<file path="src/rtl/wavelet_accelerator_pkg.sv">
// Shared types and helpers for the wavelet accelerator byte-to-word collector.
package wavelet_accelerator_pkg;

  localparam int BYTES_PER_WORD = 4;

  typedef enum logic [1:0] {
    FILL,
    STALL,
    FLUSH
  } collector_state_t;

  // Contiguous low-byte mask for a word holding cnt bytes; cnt 0 yields no valid bytes.
  function automatic logic [3:0] mask_from_count(input logic [2:0] cnt);
    case (cnt)
      3'd1:    return 4'b0001;
      3'd2:    return 4'b0011;
      3'd3:    return 4'b0111;
      3'd4:    return 4'b1111;
      default: return 4'b0000;
    endcase
  endfunction

endpackage

</file>
<file path="src/rtl/wavelet_accelerator_data_collector_if.sv">
// Byte-in / word-out handshake bundle for the data collector.
interface wavelet_accelerator_data_collector_if #(
  parameter int OUTPUT_WIDTH = 32,
  parameter int PACKET_WIDTH = 8
);

  logic                    byte_valid;
  logic [PACKET_WIDTH-1:0] byte_in;
  logic                    byte_ready;
  logic                    flush;
  logic                    word_valid;
  logic                    word_ready;
  logic [OUTPUT_WIDTH-1:0] word_out;
  logic [3:0]              word_mask;
  logic                    busy;

  modport master (
    output byte_valid, byte_in, flush, word_ready,
    input  byte_ready, word_valid, word_out, word_mask, busy
  );

  modport slave (
    input  byte_valid, byte_in, flush, word_ready,
    output byte_ready, word_valid, word_out, word_mask, busy
  );

endinterface

</file>
<file path="src/rtl/register.sv">
// Generic load-enabled register with asynchronous active-high clear.
module register #(
  parameter int WIDTH = 8
) (
  input  logic             clk,
  input  logic             rst,
  input  logic             load_data,
  input  logic [WIDTH-1:0] data_in,
  output logic [WIDTH-1:0] data_out
);

  always_ff @(posedge clk or posedge rst) begin
    if (rst)
      data_out <= '0;
    else if (load_data)
      data_out <= data_in;
  end

endmodule

</file>
<file path="src/rtl/wavelet_accelerator_data_collector.sv">
// Packs the 8-bit packet stream into 32-bit little-endian words, with one word in
// assembly and one in an output holding slot; flush emits a masked partial word.
module wavelet_accelerator_data_collector
  import wavelet_accelerator_pkg::*;
#(
  parameter int OUTPUT_WIDTH = 32,
  parameter int PACKET_WIDTH = 8
) (
  input logic clk,
  input logic rst,
  wavelet_accelerator_data_collector_if.slave bus
);

  collector_state_t          state, next_state;
  logic [OUTPUT_WIDTH-1:0]   asm_data, next_asm_data, eff_data;
  logic [2:0]                asm_cnt, next_asm_cnt, eff_cnt;
  logic                      byte_accept;
  logic                      slot_free;
  logic                      load_slot;
  logic [OUTPUT_WIDTH-1:0]   load_word;
  logic [3:0]                load_mask;
  logic [OUTPUT_WIDTH+3:0]   slot_q;
  logic                      word_valid_q;

  // byte_ready comes from the state register only, never from word_ready.
  assign byte_accept = bus.byte_valid && (state == FILL);
  assign slot_free   = !word_valid_q || bus.word_ready;

  // The assembly view including a byte accepted this cycle; flush sees this view.
  always_comb begin
    eff_data = asm_data;
    if (byte_accept)
      eff_data[PACKET_WIDTH*int'(asm_cnt[1:0]) +: PACKET_WIDTH] = bus.byte_in;
    eff_cnt = asm_cnt + {2'b00, byte_accept};
  end

  always_comb begin
    next_state    = state;
    next_asm_data = eff_data;
    next_asm_cnt  = eff_cnt;
    load_slot     = 1'b0;
    load_word     = eff_data;
    load_mask     = mask_from_count(eff_cnt);
    case (state)
      FILL: begin
        if (eff_cnt == 3'(BYTES_PER_WORD) || (bus.flush && eff_cnt != 3'd0)) begin
          if (slot_free) begin
            load_slot     = 1'b1;
            next_asm_data = '0;
            next_asm_cnt  = '0;
          end else if (eff_cnt == 3'(BYTES_PER_WORD)) begin
            next_state = STALL;
          end else begin
            next_state = FLUSH;
          end
        end
      end
      STALL, FLUSH: begin
        if (slot_free) begin
          load_slot     = 1'b1;
          next_asm_data = '0;
          next_asm_cnt  = '0;
          next_state    = FILL;
        end
      end
      default: next_state = FILL;
    endcase
  end

  always_ff @(posedge clk or posedge rst) begin
    if (rst) begin
      state    <= FILL;
      asm_data <= '0;
      asm_cnt  <= '0;
    end else begin
      state    <= next_state;
      asm_data <= next_asm_data;
      asm_cnt  <= next_asm_cnt;
    end
  end

  // A load in the same cycle as a drain keeps word_valid high with the new word.
  always_ff @(posedge clk or posedge rst) begin
    if (rst)
      word_valid_q <= 1'b0;
    else if (load_slot)
      word_valid_q <= 1'b1;
    else if (bus.word_ready)
      word_valid_q <= 1'b0;
  end

  register #(
    .WIDTH(OUTPUT_WIDTH + 4)
  ) u_slot (
    .clk      (clk),
    .rst      (rst),
    .load_data(load_slot),
    .data_in  ({load_mask, load_word}),
    .data_out (slot_q)
  );

  assign bus.byte_ready = (state == FILL);
  assign bus.word_valid = word_valid_q;
  assign bus.word_out   = slot_q[OUTPUT_WIDTH-1:0];
  assign bus.word_mask  = slot_q[OUTPUT_WIDTH +: 4];
  assign bus.busy       = (asm_cnt != 3'd0) || (state == FLUSH) || word_valid_q;

endmodule

</file>
<file path="src/flat_wrapper.sv">
// flat-port wrapper written by rule: the top's interface ports become plain ports
module wavelet_accelerator_data_collector_flat import wavelet_accelerator_pkg::*;
#(
  parameter int OUTPUT_WIDTH = 32,
  parameter int PACKET_WIDTH = 8
)
  (clk, rst, bus_byte_valid, bus_byte_in, bus_flush, bus_word_ready, bus_byte_ready, bus_word_valid, bus_word_out, bus_word_mask, bus_busy);
  wavelet_accelerator_data_collector_if #(.OUTPUT_WIDTH(OUTPUT_WIDTH), .PACKET_WIDTH(PACKET_WIDTH)) bus_i ();
  input logic clk;
  input logic rst;
  input wire logic [$bits(bus_i.byte_valid)-1:0] bus_byte_valid;
  input wire logic [$bits(bus_i.byte_in)-1:0] bus_byte_in;
  input wire logic [$bits(bus_i.flush)-1:0] bus_flush;
  input wire logic [$bits(bus_i.word_ready)-1:0] bus_word_ready;
  output wire logic [$bits(bus_i.byte_ready)-1:0] bus_byte_ready;
  output wire logic [$bits(bus_i.word_valid)-1:0] bus_word_valid;
  output wire logic [$bits(bus_i.word_out)-1:0] bus_word_out;
  output wire logic [$bits(bus_i.word_mask)-1:0] bus_word_mask;
  output wire logic [$bits(bus_i.busy)-1:0] bus_busy;
  assign bus_i.byte_valid = bus_byte_valid;
  assign bus_i.byte_in = bus_byte_in;
  assign bus_i.flush = bus_flush;
  assign bus_i.word_ready = bus_word_ready;
  assign bus_byte_ready = bus_i.byte_ready;
  assign bus_word_valid = bus_i.word_valid;
  assign bus_word_out = bus_i.word_out;
  assign bus_word_mask = bus_i.word_mask;
  assign bus_busy = bus_i.busy;
  wavelet_accelerator_data_collector #(.OUTPUT_WIDTH(OUTPUT_WIDTH), .PACKET_WIDTH(PACKET_WIDTH)) u_core (.clk(clk), .rst(rst), .bus(bus_i));
endmodule
</file>
<file path="config.mk">
export PLATFORM = sky130hd
export DESIGN_NAME = wavelet_accelerator_data_collector_flat
export DESIGN_NICKNAME = d
export VERILOG_FILES = /design/src/rtl/wavelet_accelerator_pkg.sv /design/src/rtl/wavelet_accelerator_data_collector_if.sv /design/src/rtl/register.sv /design/src/rtl/wavelet_accelerator_data_collector.sv /design/src/flat_wrapper.sv
export SDC_FILE = /design/constraint.sdc
export NUM_CORES = 1
export LEC_CHECK = 0
export ABC_CLOCK_PERIOD_IN_PS = 3920
export BUFFER_PORTS_ARGS = -buffer_cell sky130_fd_sc_hd__buf_2
export CAP_MARGIN = 20
export CORE_MARGIN = 2
export CORE_UTILIZATION = 56
export DETAILED_ROUTE_END_ITERATION = 12
export MAX_ROUTING_LAYER = met4
export PLACE_DENSITY = 0.89
export SYNTH_ARGS = -nofsm -noshare
export SYNTH_HDL_FRONTEND = slang
export SYNTH_SLANG_ARGS = --single-unit
</file>
<file path="constraint.sdc">
create_clock -name clk -period 3.92 [get_ports clk]
set_clock_uncertainty 0.1 [all_clocks]
set_input_delay 0.784 -clock clk [delete_from_list [all_inputs] [get_ports clk]]
set_output_delay 0.784 -clock clk [all_outputs]
set_load 0.01 [all_outputs]
</file>
-- Word-level counts from Yosys, hierarchy flattened
Cells that the tools add are included.
- $add $sub $neg: 2
- eq/ne operators: 9
- shift operators: 2
- mux-type cells: 19
- reductions and logical operators: 13
- operators by type and width (kind ; number):
    $mux 32 ; 3
    $pmux 32 s2 ; 1
    $neg 5->33 ; 1
    $shift 8x33->32 const A ; 1
    $shiftx 8x33->32 ; 1
    $bwmux 32 ; 1
    $pmux 4 s4 ; 1
    $mux 2 ; 4
    $eq 3x2->1 const B ; 2
    $mux 3 ; 2
    $pmux 3 s2 ; 1
    $reduce_bool 3->1 ; 2
    $logic_or 1x1->1 ; 4
    $mux 1 ; 4
    $ne 2x1->1 const B ; 2
    $pmux 2 s2 ; 1
    $add 3x1->3 ; 1
    $eq 3x1->1 const B ; 1
    $eq 3x3->1 const B ; 1
    $reduce_and 3->1 ; 1
    $eq 2x1->1 const B ; 1
    $eq 2x2->1 const B ; 1
    $logic_and 1x1->1 ; 2
    $logic_not 2->1 ; 1
    5 further kinds ; 5
- bits in registers: 74
- bits of input ports: 13
- output and inout port bits: 39
- logic and storage cells: 50

-- Longest topological paths before layout
Gate-level depths: netlist of the first run.
- word-level depth: 9
- mapped depth: 11
- gate-level depth less buffers: 9

-- Cells and area by module
Synthesis of the first run repeated with hierarchy kept, for this count alone.
- cells, all modules: 264
- area total of the unflattened synthesis: 3525.9 um^2
- by module, submodules not included (module ; instances ; cells an instance ; area each (um^2)):
    wavelet_accelerator_data_collector ; 1 ; 187 ; 2031.9
    register ; 1 ; 77 ; 1493.9

-- Least setup slack after synthesis of the first run
Ideal clock, no wire load.
- path type: input-to-reg
- from: input bus_byte_valid
- to: register u_core.u_slot.data_out[10]
- setup time: 0.134 ns
- arrival: 2.638 ns
- data required time: 3.686 ns
- setup slack: 1.048 ns
- stages: 9
- path buffers: 3
- cells stage by stage: buf_4 and2_1 ha_1 ha_1 o211a_1 a311oi_4 buf_4 buf_4 o31ai_1
- longest elaborated chain between the ends: 7
- elaborated cells on any way between the ends: 9
- RTL lines (element ; line ; text):
    start, declared ; flat_wrapper.sv:11 ; input wire logic [$bits(bus_i.byte_valid)-1:0] bus_byte_valid;
    $logic_and 1x1->1 (*) ; wavelet_accelerator_data_collector.sv:26 ; assign byte_accept = bus.byte_valid && (state == FILL);
    $add 3x1->3 ; wavelet_accelerator_data_collector.sv:34 ; eff_cnt = asm_cnt + {2'b00, byte_accept};
    $reduce_bool 3->1 ; wavelet_accelerator_data_collector.sv:46 ; if (eff_cnt == 3'(BYTES_PER_WORD) || (bus.flush && eff_cnt != 3'd0)) begin
    $logic_and 1x1->1 ; wavelet_accelerator_data_collector.sv:46 ;
    $logic_or 1x1->1 ; wavelet_accelerator_data_collector.sv:46 ;
    $mux 1 ; wavelet_accelerator_data_collector.sv:46 ;
    $pmux 1 s2 ; wavelet_accelerator_data_collector.sv:44 ; case (state)
    end signal, assigned ; register.sv:16 ; data_out <= data_in;
    end, declared ; register.sv:9 ; output logic [WIDTH-1:0] data_out
Every way passes the cells marked *; elsewhere a longest branch is shown, timed or not.
A chain may end at the register's enable or synchronous reset.

-- Worst setup path after layout of the first run
- from: register u_core.state[0]
- to: register u_core.asm_data[31]
- longest elaborated chain between the ends: 8
- elaborated cells on any way between the ends: 14
- RTL lines (element ; line ; text):
    start, declared ; wavelet_accelerator_data_collector.sv:14 ; collector_state_t state, next_state;
    start signal, assigned ; wavelet_accelerator_data_collector.sv:76 ; state <= next_state;
    $logic_not 2->1 ; wavelet_accelerator_data_collector.sv:26, wavelet_accelerator_data_collector.sv:44 ;
    $logic_and 1x1->1 ; wavelet_accelerator_data_collector.sv:26 ;
    $add 3x1->3 ; wavelet_accelerator_data_collector.sv:34 ;
    $reduce_bool 3->1 ; wavelet_accelerator_data_collector.sv:46 ;
    $logic_and 1x1->1 ; wavelet_accelerator_data_collector.sv:46 ;
    $logic_or 1x1->1 ; wavelet_accelerator_data_collector.sv:46 ;
    $mux 32 ; wavelet_accelerator_data_collector.sv:46 ;
    $pmux 32 s2 (*) ; wavelet_accelerator_data_collector.sv:44 ;
    net u_core.next_asm_data[31] ; wavelet_accelerator_data_collector.sv:15 ; logic [OUTPUT_WIDTH-1:0] asm_data, next_asm_data, eff_data;
    end signal, assigned ; wavelet_accelerator_data_collector.sv:77 ; asm_data <= next_asm_data;
    end, declared ; wavelet_accelerator_data_collector.sv:15 ;
The timed path passes the listed nets; every way through them passes the cells marked *.

==> results of run 1 <==
-- layer usage --
layer / vias up / global-route usage, % / part of all wire (%)
li1: 1191 / - / -
met1: 1211 / 31.6 / 44
met2: 99 / 36.4 / 48
met3: 17 / 4.67 / 5.7
met4: 0 / 11.7 / 2.2
met5: - / - / 0
-- worst max path at each step --
stage	slack (ns)	endpoint	from	cells after the start
finish	0.62	u_core.asm_data[31]$_DFF_PP0_	u_core.state[0]$_DFFE_PP0P_	10
global route	0.43	u_core.asm_data[30]$_DFF_PP0_	u_core.state[0]$_DFFE_PP0P_	10
detailed placement	0.42	u_core.asm_data[27]$_DFF_PP0_	bus_byte_valid	9
CTS	0.68	u_core.asm_data[27]$_DFF_PP0_	u_core.state[0]$_DFFE_PP0P_	10
global placement	0.57	u_core.asm_data[12]$_DFF_PP0_	bus_byte_valid	9
floorplan	1.05	u_core.u_slot.data_out[10]$_DFFE_PP0P_	bus_byte_valid	9
-- state kept, by name, indices dropped and copies added (netlist names) --
register,cells
u_core.state,2
u_core.u_slot.data_out,36
u_core.asm_cnt,3
u_core.bus.word_valid,1
u_core.asm_data,32
-- power groups by stage --
stage | logic, mW | clock network, mW | registers, mW
after global placement | 0.877 | 0 | 0.928
after CTS | 0.918 | 0.627 | 0.921
after detailed placement | 0.914 | 0 | 0.935
after floorplan | 0.700 | 0 | 0.947
after global routing | 1.02 | 0.663 | 0.932
final | 0.920 | 0.622 | 0.922
-- through the flow --
step / hold slack (ns) / instance area, um2
CTS: 0.380 / 3840
global route: 0.407 / 3840
floorplan: 0.397 / 3330
detailed placement: 0.390 / 3630
global placement: 0.386 / 3630
finish: 0.372 / 3840
-- cell usage in the layout, fill, tap and decap left out, types with 2 or more instances in the layout --
cell type and count:
a21oi_1 8, clkbuf_8 12, nand3_2 3, nand2b_1 9, nand2_1 14, o31ai_1 22, mux2_2 6, nor4b_4 2
a22o_2 2, dfrtp_1 74, buf_4 6, nor2_1 26, ha_1 10, buf_2 51, inv_1 5, a22oi_1 23
a211oi_1 8, o211a_1 3, o21ai_0 33, nor2b_1 3, nand3_1 10
-- area by class of cell --
| type | count | area (um2) | area share [%] |
|---|---|---|---|
| Sequential cell | 74 | 1850 | 48.2 |
| Multi-Input combinational cell | 199 | 1360 | 35.4 |
| Timing Repair Buffer | 57 | 300 | 7.82 |
| Clock buffer | 12 | 165 | 4.30 |
| Tap cell | 75 | 93.8 | 2.44 |
| Clock inverter | 3 | 46.3 | 1.21 |
| Inverter | 6 | 22.5 | 0.586 |
-- worst register-to-register path, stage by stage, from the launching register on --
cell and delay, ns:
dfrtp_1 0.43, inv_1 0.09, ha_1 0.21, and2_1 0.15, ha_1 0.18, ha_1 0.36, nor2_1 0.27, a21boi_0 0.24
o21ai_2 0.76, buf_4 0.34, nor2_1 0.07
-- cell usage after synthesis --
| master | number |
|---|---|
| o21ai_0 | 33 |
| or4b_2 | 1 |
| mux2_2 | 6 |
| nor2_2 | 1 |
| nor2b_1 | 3 |
| buf_4 | 4 |
| nor3_1 | 1 |
| nand2_1 | 14 |
| a211oi_1 | 8 |
| xnor2_1 | 1 |
| dfrtp_1 | 74 |
| a22o_2 | 2 |
| nor4b_4 | 2 |
| nor4_4 | 1 |
| o21ai_2 | 1 |
| clkbuf_1 | 10 |
| o22ai_1 | 1 |
| buf_2 | 4 |
| a21boi_0 | 1 |
| and3_1 | 1 |
| xor2_1 | 1 |
| inv_1 | 6 |
| a21oi_1 | 8 |
| nand2b_1 | 10 |
| o31ai_1 | 22 |
| buf_6 | 1 |
| a22oi_1 | 23 |
| a311oi_4 | 1 |
| ha_1 | 10 |
| nor2_1 | 26 |
| and2_1 | 1 |
| o211ai_1 | 1 |
| nand3_1 | 10 |
| o21ai_1 | 1 |
| nand3_2 | 3 |
| mux2i_1 | 1 |
| o211a_1 | 3 |
| a311o_1 | 1 |
-- logic make-up after synthesis --
family                   after synthesis  synth area share (%)
AO/OA/AOI/OAI                        106                  21.7
adder cells (fa/ha/maj)               10                  3.76
buffers and inverters                 25                  3.64
XOR/XNOR                               2                 0.526
multiplexers                           7                  2.33
flip-flops                            74                  55.6
AND/OR/NAND/NOR                       74                  12.4
==> impl_metrics.tcl, run 1 <==
set metrics [dict create \
    max-cap-violations 0 \
    htreeDepth 3 \
    critPathTopFamily "compound AO/OA/AOI/OAI gates" \
    avgRoutedWirePerCell_um 16.8 \
    yosysWarnings 0 \
    synthesis.nets 321 \
    dr_total_vias 2518 \
    worstPathCellList "inv_1 -> ha_1 -> and2_1 -> ha_1 -> ha_1 -> nor2_1 -> a21boi_0 -> o21ai_2 -> buf_4 -> nor2_1" \
    cts_buffers 9 \
    combPwrFrac_pct 37.3 \
    worstMarginPinSlew_ns 0.887 \
    timing.final.ws_setup_ns 0.622 \
    root_buffer "clkbuf_8" \
    layout_min_cycle_time_ns 3.30 \
    fin_cells 426 \
    die_w_um 81.1 \
    grt_max_degree 64 \
    grt_pass1_wl_um 11500 \
    die-height_um 81.1 \
    power_switching_mw 0.965 \
    drv_slew 0 \
    cts_resized 0 \
    cts_hold_buffers 0 \
    power_mw 2.46 \
    max_freq_mhz 303 \
    drive_above_1_share_pct 26.2 \
    worstPathRequired_ns 4.04 \
    rows 28 \
    dieArea_um2 6580 \
    setup_violations 0 \
    dp_cells 411 \
    r2r_end "u_core.asm_data[31]$_DFF_PP0_" \
    fillers 446 \
    p_clk_share_pct 25.2 \
    clock-sinks 74 \
    cts_tree "built" \
    io_buffers 51 \
    r2r_cells 10 \
    ys_top_cells_by_area "dfrtp_1, a22oi_1, o21ai_0" \
    crit_type "reg -> reg" \
    drt_iter0_markers 251 \
    hpwlAfterDp_um 4870 \
    diodes 0 \
    arrival_ns 3.42 \
    initial_utilization_pct 57.0 \
    wl_um 7170 \
    worstPathMaxFanout 21 \
    power_frac_seq_pct 37.4 \
    cpPeakStageDelay_ns 0.76 \
    ys_ff_latch 74 \
    yosysTopAreaCellShare_pct 55.6 \
    ios 52 \
    routed_via_density 5.91 \
    crit_buf_inv 2 \
    drc 0 \
    switching_share_pct 39.1 \
    worst_setup_path_start_kind "register" \
    avgSynthCellArea_um2 11.2 \
    grt-ovfl-total 0 \
    p_int_mw 1.50 \
    status "complete, no violations" \
    grt_usage_pct 24.2 \
    rsz0062_at_grt "no" \
    core_um2 5850 \
    post-cts-setup-buffers 0 \
    end_kind "register" \
    syn_area_um2 3330 \
    ant_nets 0 \
    synth.largest_area_cell "dfrtp_1" \
    finalHoldViolCount 0 \
    grt_pass1_vias 2347 \
    rrSetupSlack_ns 0.62 \
    gp_congestion 0.876 \
    synthCells 298 \
    insertion_delay_ns 0.34 \
    vdd_drop_max_mv 0.321 \
    fin_util_pct 65.7 \
    syn_to_final_growth_pct 15.3 \
    clockBufferDepth 2 \
    slew_headroom_pct 40.8 \
    pre_cts_slack_ns 0.418 \
    crit_top_cell "ha_1" \
    hold_path_class "in -> async" \
    powerDensity_nw_per_um2 641 \
    yosysUniqueCellTypes 38 \
    worst_path_max_delay_cell "o21ai_2" \
    finalCritPeriodShare_pct 84.1 \
    clk_pin_slew_ns 0.08 \
    antenna_found_initial 0 \
    nNetsFinal 370 \
    ys_seq_area_share_pct 55.6 \
    p_leak_nw 1.89 \
    tns_ns 0 \
    r2r_start "u_core.state[0]$_DFFE_PP0P_" \
    drt_pass1_iterations 5 \
]
(Power assumes the default switching activity.)
==> run 2, diff against run 1 <==
--- a/config.mk
+++ b/config.mk
@@ -5,7 +5,7 @@
 export SDC_FILE = /design/constraint.sdc
 export NUM_CORES = 1
 export LEC_CHECK = 0
-export ABC_CLOCK_PERIOD_IN_PS = 3920
+export ABC_CLOCK_PERIOD_IN_PS = 3500
 export BUFFER_PORTS_ARGS = -buffer_cell sky130_fd_sc_hd__buf_2
 export CAP_MARGIN = 20
 export CORE_MARGIN = 2
==> constraint.sdc (replaced) <==
create_clock -name clk -period 3.5 [get_ports clk]
set_clock_uncertainty 0.1 [all_clocks]
set_input_delay 0.7 -clock clk [delete_from_list [all_inputs] [get_ports clk]]
set_output_delay 0.7 -clock clk [all_outputs]
set_load 0.01 [all_outputs]
==> impl_metrics.tcl, run 2 (synthesis results as in run 1) <==
set metrics [dict create \
    cpPeakStageDelay_ns 0.52 \
    grt_pass1_vias 2424 \
    hpwlAfterDp_um 4820 \
    setup_violations 0 \
    dr_total_vias 2526 \
    cts_tree "built" \
    status "complete, no violations" \
    root_buffer "clkbuf_8" \
    arrival_ns 3.04 \
    htreeDepth 3 \
    drive_above_1_share_pct 25.9 \
    worstPathCellList "inv_1 -> ha_1 -> and2_1 -> ha_1 -> ha_1 -> nor2_1 -> a21boi_0 -> o21ai_2 -> buf_12 -> a21oi_1" \
    syn_to_final_growth_pct 16.0 \
    top_regs "u_core.u_slot.data_out x36, u_core.asm_data x32, u_core.asm_cnt x3" \
    final_common_cell "dfrtp_1" \
    fillers 444 \
    timing.final.ws_setup_ns 0.593 \
    p_leak_nw 1.90 \
    end_kind "register" \
    use_met1_pct 30.6 \
    io_buffers 51 \
    die-height_um 81.1 \
    nNetsFinal 370 \
    grt-busiest-layer "met2" \
    fin_cells 427 \
    place_area_um2 3650 \
    diodes 0 \
    largest_register_ffs 36 \
    grt_usage_pct 24.1 \
    crit_type "reg -> reg" \
    antenna_found_initial 0 \
    initial_utilization_pct 57.0 \
    dp_cells 411 \
    max-cap-violations 0 \
    die_w_um 81.1 \
    rsz0062_at_grt "no" \
    grt_max_degree 64 \
    post-cts-setup-buffers 0 \
    core_um2 5850 \
    finalHoldViolCount 0 \
    avgRoutedWirePerCell_um 16.7 \
    powerDensity_nw_per_um2 723 \
    tns_ns 0 \
    drv_slew 0 \
    worstPathMaxFanout 22 \
    drc 0 \
    worst_path_max_delay_cell "o21ai_2" \
    design_area_um2 3860 \
    clock-sinks 74 \
    drt_iter0_markers 265 \
    vdd_drop_max_mv 0.472 \
    grt-ovfl-total 0 \
    max_freq_mhz 344 \
    pre_cts_slack_ns 0.424 \
    insertion_delay_ns 0.35 \
    grt_pass1_wl_um 11400 \
    drt_pass1_iterations 5 \
    cts_hold_buffers 0 \
    fin_util_pct 66.1 \
    ant_nets 0 \
    met3_usage_pct 4.22 \
    hold_path_class "in -> async" \
    layout_min_cycle_time_ns 2.91 \
    routed_via_density 5.92 \
    clockBufferDepth 2 \
    gp_congestion 0.812 \
    wl_um 7150 \
    mostFrequentLayoutCells "dfrtp_1, buf_2, o21ai_0" \
    cts_resized 0 \
    slew_headroom_pct 46.8 \
    clk_pin_slew_ns 0.07 \
    cts_buffers 9 \
    ios 52 \
    worstMarginPinSlew_ns 0.797 \
    regMostFlops "u_core.u_slot.data_out" \
    dieArea_um2 6580 \
    worst_setup_path_start_kind "register" \
    finalCritPeriodShare_pct 83.1 \
    grtUsageMet2_pct 36.2 \
    rows 28 \
    crit_top_cell "ha_1" \
    worstPathRequired_ns 3.63 \
]
==> run 2: path summary, 6_finish.rpt <==
path | start | endpoint | slack, ns | cells after the start
max | u_core.state[0]$_DFFE_PP0P_ | u_core.asm_data[4]$_DFF_PP0_ | 0.59 | 10
min | rst | u_core.asm_cnt[2]$_DFF_PP0_ | 0.39 | 2
max reg2reg | u_core.state[0]$_DFFE_PP0P_ | u_core.asm_data[4]$_DFF_PP0_ | 0.59 | 10
min reg2reg | u_core.u_slot.data_out[35]$_DFFE_PP0P_ | u_core.u_slot.data_out[35]$_DFFE_PP0P_ | 0.41 | 1
max in group asynchronous | rst | u_core.asm_data[24]$_DFF_PP0_ | 2.25 | 3
min in group clk | u_core.u_slot.data_out[35]$_DFFE_PP0P_ | u_core.u_slot.data_out[35]$_DFFE_PP0P_ | 0.41 | 1
==> run 2: metrics by stage <==
stage                     hold WS (ns)  total power [mW]
after floorplan                  0.397              1.84
after CTS                        0.413              2.81
after global placement           0.388              2.05
after global routing             0.423              2.97
after detailed placement         0.395              2.10
final                            0.395              2.79
==> run 2: final cells by class <==
cell class,count,area [um2],share of cell area [%]
Multi-Input combinational cell,199,1360,35.2
Timing Repair Buffer,57,325,8.42
Inverter,6,22.5,0.583
Tap cell,75,93.8,2.43
Sequential cell,74,1850,47.9
Clock inverter,5,78.8,2.04
Clock buffer,11,131,3.40
==> run 2: worst max-delay path, delay by kind of cell (launching register included) <==
family          cells  cell delay [ns]
flops               1             0.41
buf+inv             2             0.31
compound gates      3             0.81
simple gates        2             0.40
fa+ha+maj           3             0.75
==> run 2: per-layer routing <==
metal	part of all wire [%]	wire length (um)
met2	49	3540
met5	0	0
met3	4.6	331
met4	2.6	189
met1	43	3090
==> run 2: power breakdown <==
| part | leakage [nW] | internal (mW) | switching [mW] |
|---|---|---|---|
| clock network | 0.107 | 0.401 | 0.309 |
| logic | 0.775 | 0.349 | 0.704 |
| registers | 1.02 | 0.967 | 0.0631 |
==> run 3, diff against run 2 <==
--- a/config.mk
+++ b/config.mk
@@ -5,14 +5,15 @@
 export SDC_FILE = /design/constraint.sdc
 export NUM_CORES = 1
 export LEC_CHECK = 0
-export ABC_CLOCK_PERIOD_IN_PS = 3500
+export ABC_AREA = 1
+export ABC_CLOCK_PERIOD_IN_PS = 2700
 export BUFFER_PORTS_ARGS = -buffer_cell sky130_fd_sc_hd__buf_2
 export CAP_MARGIN = 20
 export CORE_MARGIN = 2
-export CORE_UTILIZATION = 56
+export CORE_UTILIZATION = 57
 export DETAILED_ROUTE_END_ITERATION = 12
 export MAX_ROUTING_LAYER = met4
-export PLACE_DENSITY = 0.89
+export PLACE_DENSITY = 0.9
 export SYNTH_ARGS = -nofsm -noshare
 export SYNTH_HDL_FRONTEND = slang
 export SYNTH_SLANG_ARGS = --single-unit
==> constraint.sdc (replaced) <==
create_clock -name clk -period 2.7 [get_ports clk]
set_clock_uncertainty 0.1 [all_clocks]
set_input_delay 0.54 -clock clk [delete_from_list [all_inputs] [get_ports clk]]
set_output_delay 0.54 -clock clk [all_outputs]
set_load 0.01 [all_outputs]
==> impl_metrics.tcl, run 3 <==
set metrics [dict create \
    status "complete, no violations" \
    ys_seq_area_share_pct 51.7 \
    path_depth 12 \
    io_buffers 51 \
    power_mw 3.84 \
    grt_pass1_wl_um 13400 \
    dr_total_vias 2990 \
    ant_nets 0 \
    htreeDepth 3 \
    clockBufferDepth 2 \
    design_area_um2 4160 \
    dieArea_um2 6930 \
    final_common_cell "nand2_1" \
    worstPathCellList "inv_1 -> ha_1 -> nand2_4 -> clkinv_4 -> ha_1 -> ha_1 -> nor2_2 -> nand3_1 -> nand3_2 -> nand2_8 -> nand2_4 -> o21ai_0" \
    syn_area_um2 3580 \
    drt_pass1_iterations 5 \
    rows 28 \
    worstPathMaxFanout 18 \
    yosysTopAreaCellShare_pct 51.7 \
    finalCritPeriodShare_pct 94.0 \
    grt_max_degree 75 \
    synthCells 415 \
    crit_top_cell "ha_1" \
    vdd_drop_max_mv 0.657 \
    slew_headroom_pct 39.5 \
    routed_via_density 5.43 \
    drv_slew 0 \
    rsz0062_at_grt "no" \
    critPathTopFamily "simple AND/OR/NAND/NOR gates" \
    initial_utilization_pct 59.8 \
    arrival_ns 2.66 \
    clk_pin_slew_ns 0.08 \
    drc 0 \
    grt-ovfl-total 0 \
    core_um2 5990 \
    synth_most_common_cell "nand2_1" \
    insertion_delay_ns 0.36 \
    grt_pass1_vias 2861 \
    synth_flop_cell "dfrtp_1" \
    die_w_um 83.2 \
    antenna_found_initial 0 \
    yosysUniqueCellTypes 22 \
    worstPathRequired_ns 2.83 \
    syn_to_final_growth_pct 16.3 \
    nNetsFinal 494 \
    synth.largest_area_cell "dfrtp_1" \
    p_leak_nw 2.45 \
    end_kind "register" \
    drive_above_1_share_pct 22.7 \
    max_freq_mhz 394 \
    r2r_cells 12 \
    hold_path_class "in -> async" \
    cts_tree "built" \
    gp_congestion 0.930 \
    ios 52 \
    worst_path_max_delay_cell "dfrtp_1" \
    worstMarginPinSlew_ns 0.907 \
    hpwlAfterDp_um 5430 \
    root_buffer "clkbuf_8" \
    die-height_um 83.2 \
    worst_setup_path_start_kind "register" \
    largest_register_ffs 36 \
    tns_ns 0 \
    avgSynthCellArea_um2 8.63 \
    finalHoldViolCount 0 \
    ys_top_cells_by_area "dfrtp_1, nand2_1, nand3_1" \
    synth_common_cells "nand2_1, dfrtp_1, nand3_1" \
    drt_iter0_markers 292 \
    synth_edf_count 0 \
    regMostFlops "u_core.u_slot.data_out" \
    crit_type "reg -> reg" \
    cpPeakStageDelay_ns 0.40 \
    mostFrequentLayoutCells "nand2_1, dfrtp_1, nand3_1" \
    diodes 0 \
    wl_um 8050 \
    top_regs "u_core.u_slot.data_out x36, u_core.asm_data x32, u_core.asm_cnt x3" \
    async_reset_ff_share_pct 100 \
    post-cts-setup-buffers 0 \
    yosysWarnings 0 \
    ys_ff_latch 74 \
    crit_buf_inv 2 \
    grt_usage_pct 24.5 \
    layout_min_cycle_time_ns 2.54 \
    powerDensity_nw_per_um2 923 \
    cts_buffers 9 \
    avgRoutedWirePerCell_um 14.6 \
    place_area_um2 3910 \
    synthesis.nets 438 \
    clock-sinks 74 \
    max-cap-violations 0 \
    setup_violations 0 \
]
[run 3: cells by family (layout without fill, tap and decap cells)]
group | count (synthesis) | count (layout) | share of synthesized area, %
simple gates | 250 | 251 | 32.5
flops | 74 | 74 | 51.7
buf+inv | 46 | 106 | 6.08
compound gates | 35 | 35 | 6.15
fa+ha+maj | 10 | 10 | 3.50
[run 3: final cells by class]
cell class	instances	area, um2
sequential	74	1850
fill	462	1830
multi-input combinational	296	1540
clock inverter	5	77.6
timing repair buffer	59	332
clock buffer	11	141
inverter	31	126
tap	75	93.8
[run 3: per-stage QoR]
stage	hold WS (ns)	std cells	util, %	setup WS (ns)
3_3_place_gp	0.353	534	65.3	0.244
6_report	0.153	551	69.5	0.162
4_1_cts	0.169	550	69.0	0.0591
5_1_grt	0.209	551	69.5	0.000861
3_5_place_dp	0.353	534	65.3	0.0941
2_1_floorplan	0.369	415	-	0.178
[run 3: worst paths after layout]
path                                                             start                                endpoint  slack, ns
worst max-delay path                       u_core.state[1]$_DFFE_PP0P_       u_core.bus.word_valid$_DFFE_PP0P_       0.16
worst min-delay path                                               rst  u_core.u_slot.data_out[31]$_DFFE_PP0P_       0.15
worst max register to register             u_core.state[1]$_DFFE_PP0P_       u_core.bus.word_valid$_DFFE_PP0P_       0.16
worst min register to register  u_core.u_slot.data_out[23]$_DFFE_PP0P_  u_core.u_slot.data_out[23]$_DFFE_PP0P_       0.37
max in group asynchronous                                          rst             u_core.asm_cnt[2]$_DFF_PP0_       2.04
min in group clk                                        bus_word_ready       u_core.bus.word_valid$_DFFE_PP0P_       0.31
[run 3: routing by layer]
metal  up-vias  global-route usage, %  share of wire, %
met4         0                   11.8               2.6
met3        17                   4.77               5.2
met5         -                      -                 0
li1       1457                      -                 -
met1      1412                   31.7                44
met2       104                   37.4                48
[run 3: where the power goes]
group | total [mW] | internal [mW] | leakage (nW) | switching, mW
clock network | 0.959 | 0.543 | 0.109 | 0.417
registers | 1.31 | 1.24 | 1.02 | 0.0674
logic | 1.57 | 0.438 | 1.32 | 1.14
total | 3.84 | 2.22 | 2.45 | 1.62
[run 3: repair_timing]
action / 4_1_cts / 5_1_grt
hold buffers: 0 / 0
setup endpoints to repair: 0 / 37
gates resized for setup: 0 / 3
[run 3: worst min-delay path, delay by kind of cell]
family | cells | cell delay (ns)
buf+inv | 3 | 0.49
